[src/rtl/ula_pkg.sv]
// ula_pkg: shared ULA opcodes, flag/vector types, BIST FSM states and the
// constant 8-entry self-test vector table.
package ula_pkg;

  localparam int TBL_BITS = 3;
  localparam int NUM_VEC  = 8;

  typedef logic [4:0] op_t;

  localparam op_t OP_ADD    = 5'b00000;
  localparam op_t OP_ADDINC = 5'b00001;
  localparam op_t OP_INC    = 5'b00011;
  localparam op_t OP_SUBDEC = 5'b00100;

  // ULA status flags in {O,C,S,Z} order
  typedef struct packed {
    logic o;
    logic c;
    logic s;
    logic z;
  } flags_t;

  // One self-test vector: stimulus plus the response a healthy ULA gives
  typedef struct packed {
    op_t                 op;
    logic [TBL_BITS-1:0] a;
    logic [TBL_BITS-1:0] b;
    logic [TBL_BITS-1:0] exp_resu;
    flags_t              exp_flags;
  } vec_t;

  typedef enum logic [2:0] {
    ST_IDLE  = 3'd0,
    ST_APPLY = 3'd1,
    ST_WAIT  = 3'd2,
    ST_CHECK = 3'd3,
    ST_DONE  = 3'd4
  } state_t;

  // Constant vector table, indexed 0..7
  function automatic vec_t get_vec(input logic [2:0] idx);
    vec_t v;
    case (idx)
      3'd0:    v = '{OP_ADD,    3'b001, 3'b111, 3'b000, flags_t'(4'b0101)};
      3'd1:    v = '{OP_ADD,    3'b010, 3'b011, 3'b101, flags_t'(4'b1010)};
      3'd2:    v = '{OP_ADD,    3'b100, 3'b111, 3'b011, flags_t'(4'b1100)};
      3'd3:    v = '{OP_ADD,    3'b001, 3'b010, 3'b011, flags_t'(4'b0000)};
      3'd4:    v = '{OP_ADDINC, 3'b000, 3'b111, 3'b000, flags_t'(4'b0101)};
      3'd5:    v = '{OP_ADDINC, 3'b001, 3'b010, 3'b100, flags_t'(4'b1010)};
      3'd6:    v = '{OP_INC,    3'b011, 3'b000, 3'b100, flags_t'(4'b1010)};
      3'd7:    v = '{OP_INC,    3'b111, 3'b000, 3'b000, flags_t'(4'b0101)};
      default: v = '0;
    endcase
    return v;
  endfunction

endpackage

[src/rtl/ula_bist_if.sv]
// ula_bist_if: bus between the BIST sequencer (master) and the ULA under
// test (slave): operands/opcode out, result and flags back.
interface ula_bist_if #(
  parameter int BITS = 3
);

  logic [BITS-1:0] ula_a;
  logic [BITS-1:0] ula_b;
  logic [4:0]      ula_op;
  logic [BITS-1:0] ula_resu;
  logic            ula_o;
  logic            ula_c;
  logic            ula_s;
  logic            ula_z;

  modport master (
    output ula_a, ula_b, ula_op,
    input  ula_resu, ula_o, ula_c, ula_s, ula_z
  );

  modport slave (
    input  ula_a, ula_b, ula_op,
    output ula_resu, ula_o, ula_c, ula_s, ula_z
  );

endinterface

[src/rtl/ula_bist.sv]
// ula_bist: built-in self test for the ULA. Applies the 8 table vectors,
// waits SETTLE cycles for each, compares result and flags, and reports the
// error count, the first failing vector and an overall pass flag.
module ula_bist
  import ula_pkg::*;
#(
  parameter int BITS   = 3,
  parameter int SETTLE = 1
) (
  input  logic       clk,
  input  logic       rst,
  input  logic       start,
  input  logic       abort,
  ula_bist_if.master ula,
  output logic       busy,
  output logic       done,
  output logic       pass,
  output logic [3:0] err_count,
  output logic [2:0] first_err
);

  localparam logic [2:0] LAST_IDX  = 3'(NUM_VEC - 1);
  localparam logic [2:0] WAIT_LAST = (SETTLE > 0) ? 3'(SETTLE - 1) : 3'd0;
  localparam bit         NO_WAIT   = (SETTLE == 0);

  state_t     state_r;
  logic [2:0] idx_r;
  logic [2:0] wcnt_r;

  vec_t       cur_s;
  vec_t       nxt_s;
  vec_t       first_s;
  flags_t     flags_s;
  logic       mism_s;
  logic [3:0] err_inc_s;

  // Fetch current/next vectors and judge the ULA response against the current one
  always_comb begin
    cur_s   = get_vec(idx_r);
    nxt_s   = get_vec(idx_r + 3'd1);
    first_s = get_vec(3'd0);
    flags_s = {ula.ula_o, ula.ula_c, ula.ula_s, ula.ula_z};
    if ((ula.ula_resu != BITS'(cur_s.exp_resu)) || (flags_s != cur_s.exp_flags)) begin
      mism_s = 1'b1;
    end else begin
      mism_s = 1'b0;
    end
    if (err_count == 4'd15) begin
      err_inc_s = 4'd15;
    end else begin
      err_inc_s = err_count + 4'd1;
    end
  end

  // Sequencer FSM: walks the vector table, drives the ULA and keeps the run result
  always_ff @(posedge clk or posedge rst) begin
    if (rst) begin
      state_r    <= ST_IDLE;
      idx_r      <= 3'd0;
      wcnt_r     <= 3'd0;
      busy       <= 1'b0;
      done       <= 1'b0;
      pass       <= 1'b0;
      err_count  <= 4'd0;
      first_err  <= 3'd0;
      ula.ula_a  <= '0;
      ula.ula_b  <= '0;
      ula.ula_op <= 5'd0;
    end else if (abort && (state_r != ST_IDLE)) begin
      // cancelled run: back to idle, result counters frozen, no completion pulse
      state_r    <= ST_IDLE;
      idx_r      <= 3'd0;
      wcnt_r     <= 3'd0;
      busy       <= 1'b0;
      done       <= 1'b0;
      pass       <= 1'b0;
      ula.ula_a  <= '0;
      ula.ula_b  <= '0;
      ula.ula_op <= 5'd0;
    end else begin
      done <= 1'b0;
      case (state_r)
        ST_IDLE: begin
          if (start) begin
            state_r    <= ST_APPLY;
            idx_r      <= 3'd0;
            wcnt_r     <= 3'd0;
            busy       <= 1'b1;
            pass       <= 1'b0;
            err_count  <= 4'd0;
            first_err  <= 3'd0;
            ula.ula_a  <= BITS'(first_s.a);
            ula.ula_b  <= BITS'(first_s.b);
            ula.ula_op <= first_s.op;
          end else begin
            state_r <= ST_IDLE;
          end
        end
        ST_APPLY: begin
          wcnt_r <= 3'd0;
          if (NO_WAIT) begin
            state_r <= ST_CHECK;
          end else begin
            state_r <= ST_WAIT;
          end
        end
        ST_WAIT: begin
          if (wcnt_r == WAIT_LAST) begin
            state_r <= ST_CHECK;
          end else begin
            wcnt_r <= wcnt_r + 3'd1;
          end
        end
        ST_CHECK: begin
          if (mism_s) begin
            err_count <= err_inc_s;
            // a zero count means no earlier failure in this run
            if (err_count == 4'd0) begin
              first_err <= idx_r;
            end
          end
          if (idx_r == LAST_IDX) begin
            state_r    <= ST_DONE;
            idx_r      <= 3'd0;
            busy       <= 1'b0;
            done       <= 1'b1;
            pass       <= (err_count == 4'd0) && !mism_s;
            ula.ula_a  <= '0;
            ula.ula_b  <= '0;
            ula.ula_op <= 5'd0;
          end else begin
            state_r    <= ST_APPLY;
            idx_r      <= idx_r + 3'd1;
            ula.ula_a  <= BITS'(nxt_s.a);
            ula.ula_b  <= BITS'(nxt_s.b);
            ula.ula_op <= nxt_s.op;
          end
        end
        ST_DONE: begin
          state_r <= ST_IDLE;
        end
        default: begin
          state_r    <= ST_IDLE;
          idx_r      <= 3'd0;
          busy       <= 1'b0;
          ula.ula_a  <= '0;
          ula.ula_b  <= '0;
          ula.ula_op <= 5'd0;
        end
      endcase
    end
  end

endmodule

[src/flat_wrapper.sv]
// flat-port wrapper written by rule: the top's interface ports become plain ports
module ula_bist_flat import ula_pkg::*;
#(
  parameter int BITS   = 3,
  parameter int SETTLE = 1
)
  (clk, rst, start, abort, busy, done, pass, err_count, first_err, ula_ula_a, ula_ula_b, ula_ula_op, ula_ula_resu, ula_ula_o, ula_ula_c, ula_ula_s, ula_ula_z);
  ula_bist_if #(.BITS(BITS)) ula_i ();
  input  logic clk;
  input  logic rst;
  input  logic start;
  input  logic abort;
  output logic busy;
  output logic done;
  output logic pass;
  output logic [3:0] err_count;
  output logic [2:0] first_err;
  output wire logic [$bits(ula_i.ula_a)-1:0] ula_ula_a;
  output wire logic [$bits(ula_i.ula_b)-1:0] ula_ula_b;
  output wire logic [$bits(ula_i.ula_op)-1:0] ula_ula_op;
  input wire logic [$bits(ula_i.ula_resu)-1:0] ula_ula_resu;
  input wire logic [$bits(ula_i.ula_o)-1:0] ula_ula_o;
  input wire logic [$bits(ula_i.ula_c)-1:0] ula_ula_c;
  input wire logic [$bits(ula_i.ula_s)-1:0] ula_ula_s;
  input wire logic [$bits(ula_i.ula_z)-1:0] ula_ula_z;
  assign ula_ula_a = ula_i.ula_a;
  assign ula_ula_b = ula_i.ula_b;
  assign ula_ula_op = ula_i.ula_op;
  assign ula_i.ula_resu = ula_ula_resu;
  assign ula_i.ula_o = ula_ula_o;
  assign ula_i.ula_c = ula_ula_c;
  assign ula_i.ula_s = ula_ula_s;
  assign ula_i.ula_z = ula_ula_z;
  ula_bist #(.BITS(BITS), .SETTLE(SETTLE)) u_core (.clk(clk), .rst(rst), .start(start), .abort(abort), .ula(ula_i), .busy(busy), .done(done), .pass(pass), .err_count(err_count), .first_err(first_err));
endmodule
[config.mk]
export PLATFORM = sky130hd
export DESIGN_NAME = ula_bist_flat
export DESIGN_NICKNAME = d
export VERILOG_FILES = /design/src/rtl/ula_pkg.sv /design/src/rtl/ula_bist_if.sv /design/src/rtl/ula_bist.sv /design/src/flat_wrapper.sv
export SDC_FILE = /design/constraint.sdc
export NUM_CORES = 1
export LEC_CHECK = 0
export BUFFER_PORTS_ARGS = -buffer_cell sky130_fd_sc_hd__buf_2
export CORE_ASPECT_RATIO = 1.25
export CORE_UTILIZATION = 50
export DETAILED_ROUTE_END_ITERATION = 16
export PLACE_DENSITY = 0.76
export SYNTH_ARGS = -nofsm -noshare
export SYNTH_HDL_FRONTEND = slang
export SYNTH_SLANG_ARGS = --single-unit
[constraint.sdc]
create_clock -name clk -period 2.3 [get_ports clk]
set_input_delay 0.115 -clock clk [delete_from_list [all_inputs] [get_ports clk]]
set_output_delay 0.115 -clock clk [all_outputs]
set_load 0.02 [all_outputs]
==> reports/summary.txt <==
Root Buffer: clkbuf_8
Final Max Slew Viols: 0
Setup_tns: 0 ns
Compound-gate portion of the synthesized area: 22.09%
Mapped cell area: 1722 sq um
Hold path start: abort
Wire length on met1: 1538 um
FMAX: 0.4499 GHz
Clock slew at reported path FFs: 0.09 ns
Int Pwr: 1107 uW
Max layer used: met4
Synth cell types: 52
Seq pwr share: 32.6%
Hold Slack: 0.1552 ns
Final net count: 237
Commonest non-fill, non-tap cell in the layout: buf_2
Post-synthesis register bit count: 26
Sw power: 769.8 uW
CP Data Arrival Time: 2.38 ns
Avg WL per Cell: 14.64 um
Critical Path Source: u_core.idx_r[0]
Reg2reg setup slack: 0.08 ns
Residual DRC: 0
Critical Path Fanout Max: 5
Die span in x: 54.49 um
Post-DP HPWL: 2874 um
Async SR Flop Fraction: 100.0%
Synth Area in Adders: 7.994%
Avg Cell Area, Syn: 9.672 sq um
Synth Area in Simple Gates: 19.19%
Non-filler cells, final: 251
Die Span Y: 67.61 um
IO buf count: 28
Number of H-tree levels: 1
DR vias: 1431
Main combinational cell family by area after synthesis: compound AO/OA/AOI/OAI gates
Peak supply drop: 0.6747 mV
FP Rows: 23
Num ports: 32
CTS buffer count: 3
Sequential share of the synthesized area: 37.79%
Period minus WS final: 2.223 ns
Overflow after GRT: 0
Worst-skew pair later-pin latency: 0.26 ns
Initial antenna violation count: 0
CP startpoint kind: flop
Die area: 3683 sq um
DRT iter0 DRCs: 28
Fraction of layout cells with a size suffix above 1: 27.10%
Clock Skews: 0.006289 ns
Clock share of power: 15.3%
Status: finished clean
FF-to-FF Start: u_core.idx_r[0]
CORE AREA: 3252 sq um
Net Sw Frac: 41.01%
Dpl ws: 0.04501 ns
Met2 Wirelength: 2007 um
N_diodes: 0
Placed cells: 245
Endpoints failing hold: 0
Fillers: 288
Most frequent cells in the layout: buf_2, dfrtp_1, nand2_1
PnR worst setup slack: 0.07711 ns
Comb power frac: 52.1%
Post-DR vias/cell: 5.701
Critical path class: reg2reg
Element type at the critical path end: flop
Mux contribution to synthesized area: 4.142%
Post-Synth XOR/XNOR Area: 2.035%
First-pass iteration count of the detailed router: 4
Largest net degree at the start of global routing: 27
CTS tree: yes
Pwr/cell area: 936.6 nW/um^2
Clock sinks: 26
Final setup fails: 0
Post-synth EDFFs: 0
RSZ-0062 raised after global routing: false
Metal3 WL: 62 um
Vias in the first global route: 1381
Main flop type after synthesis: dfrtp_1
HP Class: in2reg
Area growth, synth to finish: 16.42%
Max clock buf depth: 2
Final Util: 61.64%
Critical register-to-register path endpoint: u_core.first_err[1]
Max-cap violations: 0
GP Congestion: 0.8564
Reg2reg path depth: 7
Synth Instances: 178
Initial Util: 52.94%
Tot GR Track Use: 22.36%
Critical Path End: u_core.first_err[1]
First-pass GRT wire length: 5989 um
Leakage Power: 0.0009569 uW
Synth Warn #: 0
Post-DRT Antenna Nets: 0
Critical Path RT: 2.46 ns
Total Wirelength: 3675 um
Period utilization: 96.65%
-- cells by family after synthesis --
group                      count (synthesis)
other                                      1
buffers and inverters                     23
adders and majority gates                 11
DFF                                       26
and+or+nand+nor                           59
muxes                                      6
AOI/OAI and AO/OA                         48
xor gates and xnor gates                   4
-- power groups by stage --
stage          Clock, uW  Sequential [uW]  Combinational [uW]
2_1_floorplan          0              705                 589
3_3_place_gp           0              611                 929
3_5_place_dp           0              620                 965
4_1_cts              294              612                 973
5_1_grt              311              627                1070
6_report             287              613                 977
-- area by class of cell --
class / instances / area, sq um / area share, %
tap: 37 / 46.29 / 2.310
multi-input combinational: 131 / 965.9 / 48.19
inverter: 12 / 45.04 / 2.247
sequential: 26 / 651.9 / 32.52
clock buffer: 4 / 55.05 / 2.747
timing repair buffer: 41 / 240.2 / 11.99
-- critical path: stages, from the launching register on --
cell     delay, ns
dfrtp_2       0.41
inv_1         0.07
ha_1          0.35
nor3b_1       0.16
a31o_1        0.22
a21o_4        0.24
a221o_2       0.41
a22o_1        0.24
-- sequential cells by signal (all words and copies together), names as in the netlist --
| register | cells |
|---|---|
| u_core.busy | 1 |
| u_core.done | 1 |
| u_core.err_count | 4 |
| u_core.first_err | 3 |
| u_core.idx_r | 2 |
| u_core.pass | 1 |
| u_core.state_r | 3 |
| u_core.ula.ula_a | 3 |
| u_core.ula.ula_b | 3 |
| u_core.ula.ula_op | 2 |
| u_core.wcnt_r | 3 |
-- routing by layer --
metal | vias up | track usage, %
met4 | 0 | 9.936
met1 | 704 | 25.92
met3 | 6 | 1.802
met5 | - | 0
met2 | 24 | 40.40
li1 | 697 | -
-- how the worst min path moves through the flow --
stage / end / slack [ns] / cells after the start
after floorplan: u_core.busy / 0.16 / 1
after global placement: u_core.done / 0.18 / 3
after detailed placement: u_core.done / 0.19 / 3
after CTS: u_core.state_r[1] / 0.15 / 2
after global routing: u_core.state_r[1] / 0.18 / 2
final: u_core.state_r[1] / 0.16 / 2
-- Yosys cell counts, types with 4 or more instances --
master	count	area share, %
a21oi_1	8	2.3
nand3_1	4	1.2
o21ai_0	8	2.3
o21ai_1	8	2.3
buf_4	4	1.7
ha_1	11	8.0
inv_1	12	2.6
dfrtp_1	26	38
nor2_1	12	2.6
nor2b_1	5	1.8
nand2_1	16	3.5
-- timing repair --
action	in CTS	in global routing
resized for setup	0	1
hold buffers	1	0
setup endpoints to repair	0	5
endpoints found under the hold margin	26	0
buffers inserted	0	1
-- metrics by stage --
stage,total power [uW],cell area (sq um)
final,1877,2004
after global routing,2007,2004
after detailed placement,1585,1931
after CTS,1879,1996
after global placement,1540,1931
after floorplan,1294,1729
(Power assumes the default switching activity.)
